==> src/rtl/uart_pkg.sv <==
// Shared types and constants for the UART shift datapath.
// Included by the shift register and by the framing FSMs.
package uart_pkg;

  typedef enum logic [1:0] {
    SM_HOLD = 2'b00,
    SM_LOAD = 2'b01,
    SM_SHR  = 2'b10,
    SM_SHL  = 2'b11
  } shift_mode_t;

  localparam logic UART_IDLE = 1'b1;

endpackage

==> src/rtl/sat_cnt.sv <==
// Saturating up-counter with a registered "maximum reached" flag.
// The flag is high exactly while the count equals max_val.
module sat_cnt #(
  parameter int max_val = 10,
  parameter int cnt_w   = $clog2(max_val + 1)
) (
  input  logic             clk,
  input  logic             RST,
  input  logic             clr,
  input  logic             inc,
  output logic [cnt_w-1:0] cnt,
  output logic             max_hit
);

  localparam logic [cnt_w-1:0] MAX_V = cnt_w'(max_val);

  // max_hit tracks the next count so it rises on the edge where cnt reaches max_val
  always_ff @(posedge clk) begin
    if (RST) begin
      cnt     <= '0;
      max_hit <= 1'b0;
    end else if (clr) begin
      cnt     <= '0;
      max_hit <= 1'b0;
    end else if (inc) begin
      if (cnt < MAX_V) begin
        cnt     <= cnt + 1'b1;
        max_hit <= ((cnt + 1'b1) == MAX_V);
      end else begin
        max_hit <= 1'b1;
      end
    end
  end

endmodule

==> src/rtl/shift_reg_ctl.sv <==
// Universal shift register for the UART TX serialiser and RX deserialiser,
// with a saturating count of shifts since the last load.
module shift_reg_ctl
  import uart_pkg::*;
#(
  parameter int                numBit  = 10,
  parameter logic [numBit-1:0] RST_VAL = {numBit{UART_IDLE}},
  parameter int                CNT_W   = $clog2(numBit + 1)
) (
  input  logic              clk,
  input  logic              RST,
  input  logic              en,
  input  shift_mode_t       mode,
  input  logic [numBit-1:0] d,
  input  logic              sin,
  output logic [numBit-1:0] q,
  output logic              sout_r,
  output logic              sout_l,
  output logic [CNT_W-1:0]  cnt,
  output logic              done
);

  logic cnt_clr;
  logic cnt_inc;

  // Anything other than a recognised mode (including unknowns) acts as HOLD
  always_comb begin
    cnt_clr = 1'b0;
    cnt_inc = 1'b0;
    if (en) begin
      case (mode)
        SM_LOAD: cnt_clr = 1'b1;
        SM_SHR:  cnt_inc = 1'b1;
        SM_SHL:  cnt_inc = 1'b1;
        default: ;
      endcase
    end
  end

  always_ff @(posedge clk) begin
    if (RST) begin
      q <= RST_VAL;
    end else if (en) begin
      case (mode)
        SM_LOAD: q <= d;
        SM_SHR:  q <= {sin, q[numBit-1:1]};
        SM_SHL:  q <= {q[numBit-2:0], sin};
        default: q <= q;
      endcase
    end
  end

  assign sout_r = q[0];
  assign sout_l = q[numBit-1];

  sat_cnt #(
    .max_val(numBit),
    .cnt_w  (CNT_W)
  ) u_sat_cnt (
    .clk    (clk),
    .RST    (RST),
    .clr    (cnt_clr),
    .inc    (cnt_inc),
    .cnt    (cnt),
    .max_hit(done)
  );

endmodule

==> config.mk <==
export PLATFORM = sky130hd
export DESIGN_NAME = shift_reg_ctl
export DESIGN_NICKNAME = d
export VERILOG_FILES = /design/src/rtl/uart_pkg.sv /design/src/rtl/sat_cnt.sv /design/src/rtl/shift_reg_ctl.sv
export SDC_FILE = /design/constraint.sdc
export NUM_CORES = 1
export LEC_CHECK = 0
export CORE_ASPECT_RATIO = 1.4
export CORE_MARGIN = 1
export CORE_UTILIZATION = 38
export CTS_CLUSTER_SIZE = 30
export DETAILED_ROUTE_END_ITERATION = 10
export PLACE_DENSITY = 0.8
export SLEW_MARGIN = 40
export SYNTH_ARGS = -nofsm -noshare
export SYNTH_HDL_FRONTEND = slang
export SYNTH_SLANG_ARGS = --single-unit
==> constraint.sdc <==
create_clock -name clk -period 1.3 [get_ports clk]
set_input_delay 0.26 -clock clk [delete_from_list [all_inputs] [get_ports clk]]
set_output_delay 0.26 -clock clk [all_outputs]
set_load 0.05 [all_outputs]
==> flow_summary.json <==
{
  "run_status": "completed",
  "detailed_place_hpwl_mm": 1.83,
  "post_syn_area_um2": 821,
  "layout.cells.non_filler": 153,
  "synthesis.area_per_instance_um2": 9.02,
  "report.final.setup_viol": 0,
  "edff_count_synth": 0,
  "antenna_cells": 0,
  "cts_tree": "done",
  "timing.max_slew.rel_slack_pct": 74.5,
  "rows": 19,
  "slew_of_the_pin_with_the_lowest_slew_margin_ns": 0.377,
  "fp.dieH_um": 57.0,
  "cts-root-to-sink-buffers": 2,
  "drt-pass1-iter-count": 4,
  "ant_nets": 0,
  "drt-initial-drc-count": 23,
  "postCtsHoldBufs": 0,
  "synth_cells": 91,
  "synth.net_count": 109,
  "final_nets": 151,
  "critPathRequiredTime_ns": 1.53,
  "final.setup_skew_ns": 0.00217,
  "count_of_buffers_from_port_buffering": 32,
  "number_of_global_route_vias_before_repair": 863,
  "die_width_um": 41.3,
  "overflow": 0,
  "ys_ff_latch": 15,
  "hp-class": "register to register",
  "drive_gt1_share_pct": 36.4,
  "cts.root.buffer_cell": "sky130_fd_sc_hd__clkbuf_4",
  "clk_latency_ns": 0.29,
  "async_flop_share_pct": 0,
  "yosysUniqueCellTypes": 25,
  "gp_routability_congestion": 0.727,
  "viasPerCell": 5.90,
  "detail_route.drc_violations": 0,
  "clk_pin_slew_ns": 0.09,
  "maxClockFrequency_ghz": 0.771,
  "worstPathArrival_ns": 1.53,
  "coreArea_um2": 2000,
  "finalInstanceArea_um2": 1500,
  "kind_of_capture_point_of_the_worst_setup_path": "register",
  "grt_setup_unrepaired": "yes",
  "cts-htree-levels": 1,
  "worst_ir_drop_vdd_mv": 0.714,
  "slew_violations": 0,
  "ys_seq_area_share_pct": 36.6,
  "critical_path_class": "register to register",
  "ys_dominant_reg_cell": "sky130_fd_sc_hd__dfxtp_1",
  "flow.area_growth_from_synthesis_pct": 82.3,
  "start_util_pct": 41.1,
  "fillCellCount": 132,
  "report.final.hold_viol_count": 0,
  "place.detailed.instances": 148,
  "number_of_antenna_violations_at_the_first_check_in_global_routing": 0,
  "i_o_pin_count": 33,
  "grt_use_total_pct": 23.8,
  "grt_start_max_net_pins": 21,
  "p_leak_nw": 0.639,
  "die-area_um2": 2350,
  "finalCriticalPeriod_ns": 1.30,
  "grt_pass1_wl_mm": 3.75,
  "vias": 903,
  "timing.final.crit_share_pct": 99.8,
  "critical_path.startpoint_type": "register",
  "worstPathMaxFanout": 5,
  "yosys_warnings": 0,
  "power_density_nw_per_um2": 873,
  "cap_violations": 0,
  "totalWireLength_mm": 2.56,
  "placed_cell_area_um2": 1420,
  "cts.sinks": 15,
  "cts-buffers-inserted": 3,
  "routedWlPerCell_um": 16.7
}
synthesized netlist by cell type (2+ instances only):
cell,n,area share [%]
sky130_fd_sc_hd__a211o_1,10,11
sky130_fd_sc_hd__a211oi_1,11,10
sky130_fd_sc_hd__a21oi_1,5,3.0
sky130_fd_sc_hd__buf_2,2,1.2
sky130_fd_sc_hd__buf_4,4,3.7
sky130_fd_sc_hd__clkbuf_1,3,1.4
sky130_fd_sc_hd__dfxtp_1,15,37
sky130_fd_sc_hd__ha_1,2,3.0
sky130_fd_sc_hd__inv_1,2,0.91
sky130_fd_sc_hd__mux2i_1,10,12
sky130_fd_sc_hd__nor2_1,11,5.0
sky130_fd_sc_hd__o21ai_0,2,1.2
sky130_fd_sc_hd__or3_1,2,1.5
flip-flops by register name, indices dropped and copies added, names as in the netlist:
name               cells
u_sat_cnt.cnt          4
u_sat_cnt.max_hit      1
q                     10
cell families after synthesis:
group                      share of synthesized area (%)
AOI/OAI and AO/OA                                   28.5
and+or+nand+nor                                     11.0
DFF                                                 36.6
buffers and inverters                               7.62
muxes                                               12.2
adders and majority gates                           3.05
xor gates and xnor gates                            1.07
report_power, final:
part | internal [mW] | switching, mW | total [mW]
clock network | 0.115 | 0.163 | 0.278
registers | 0.487 | 0.0467 | 0.534
logic | 0.252 | 0.243 | 0.495
total | 0.853 | 0.454 | 1.31
placed cells by master, fill, tap and decap left out, drive strengths merged, types with 2 or more instances in the layout:
master          n
buf            31
dfxtp          15
clkdlybuf4s50  12
nor2           11
a211oi         11
mux2i          10
a211o          10
a21oi           5
clkbuf          3
dlygate4sd2     3
inv             3
o21ai           3
nand2           2
or3             2
ha              2
area by class of cell:
| class | count | area [um^2] | area share (%) |
|---|---|---|---|
| multi-input cells | 64 | 490 | 32.8 |
| repair buffers | 46 | 624 | 41.7 |
| flip-flops and latches | 15 | 314 | 21.0 |
| clock inverters | 1 | 5.00 | 0.334 |
| clock buffers | 3 | 22.5 | 1.51 |
| inverters | 3 | 13.8 | 0.920 |
| well taps | 21 | 26.3 | 1.76 |
worst max-delay path, cell delays in order (launching register included):
cell,delay [ns]
sky130_fd_sc_hd__dfxtp_4,0.37
sky130_fd_sc_hd__o21a_1,0.21
sky130_fd_sc_hd__or4_4,0.52
sky130_fd_sc_hd__a21oi_2,0.14
repair_timing:
item | 4_1_cts | 5_1_grt
setup buffers | 1 | 0
pin swaps | 3 | 3
endpoints found under the hold margin | 0 | 0
resized for setup | 7 | 5
setup endpoints to repair | 12 | 3
worst paths after layout:
path                                 start                            end  slack (ns)  depth (start not counted)
max          u_sat_cnt.cnt[2]$_SDFFE_PP0P_  u_sat_cnt.cnt[2]$_SDFFE_PP0P_       0.003                          3
min          u_sat_cnt.cnt[0]$_SDFFE_PP0P_  u_sat_cnt.cnt[0]$_SDFFE_PP0P_        0.56                          2
max reg2reg  u_sat_cnt.cnt[2]$_SDFFE_PP0P_  u_sat_cnt.cnt[2]$_SDFFE_PP0P_       0.003                          3
min reg2reg  u_sat_cnt.cnt[0]$_SDFFE_PP0P_  u_sat_cnt.cnt[0]$_SDFFE_PP0P_        0.56                          2
routing by layer:
metal	vias up	share of wire, %	global-route usage [%]	wire length [um]
met3	6	4.7	5.84	121
met4	0	2.5	14.3	65
li1	423	-	-	-
met2	37	52	40.0	1340
met1	437	40	24.7	1030
met5	-	0	0	0
through the flow:
stage                     power, mW  TNS, ns  hold slack (ns)  util (%)  worst slack (ns)
after floorplan               0.769        0            0.405         -          0.000442
after global placement         1.02    -3.93            0.532      71.2            -0.308
after detailed placement       1.03    -5.05            0.540      71.2            -0.384
after CTS                      1.31        0            0.561      74.2           0.00541
after global routing           1.36  -0.0635            0.598      74.9           -0.0503
final                          1.31        0            0.556      74.9           0.00279
Note: power is estimated with default switching activity, not from simulation.
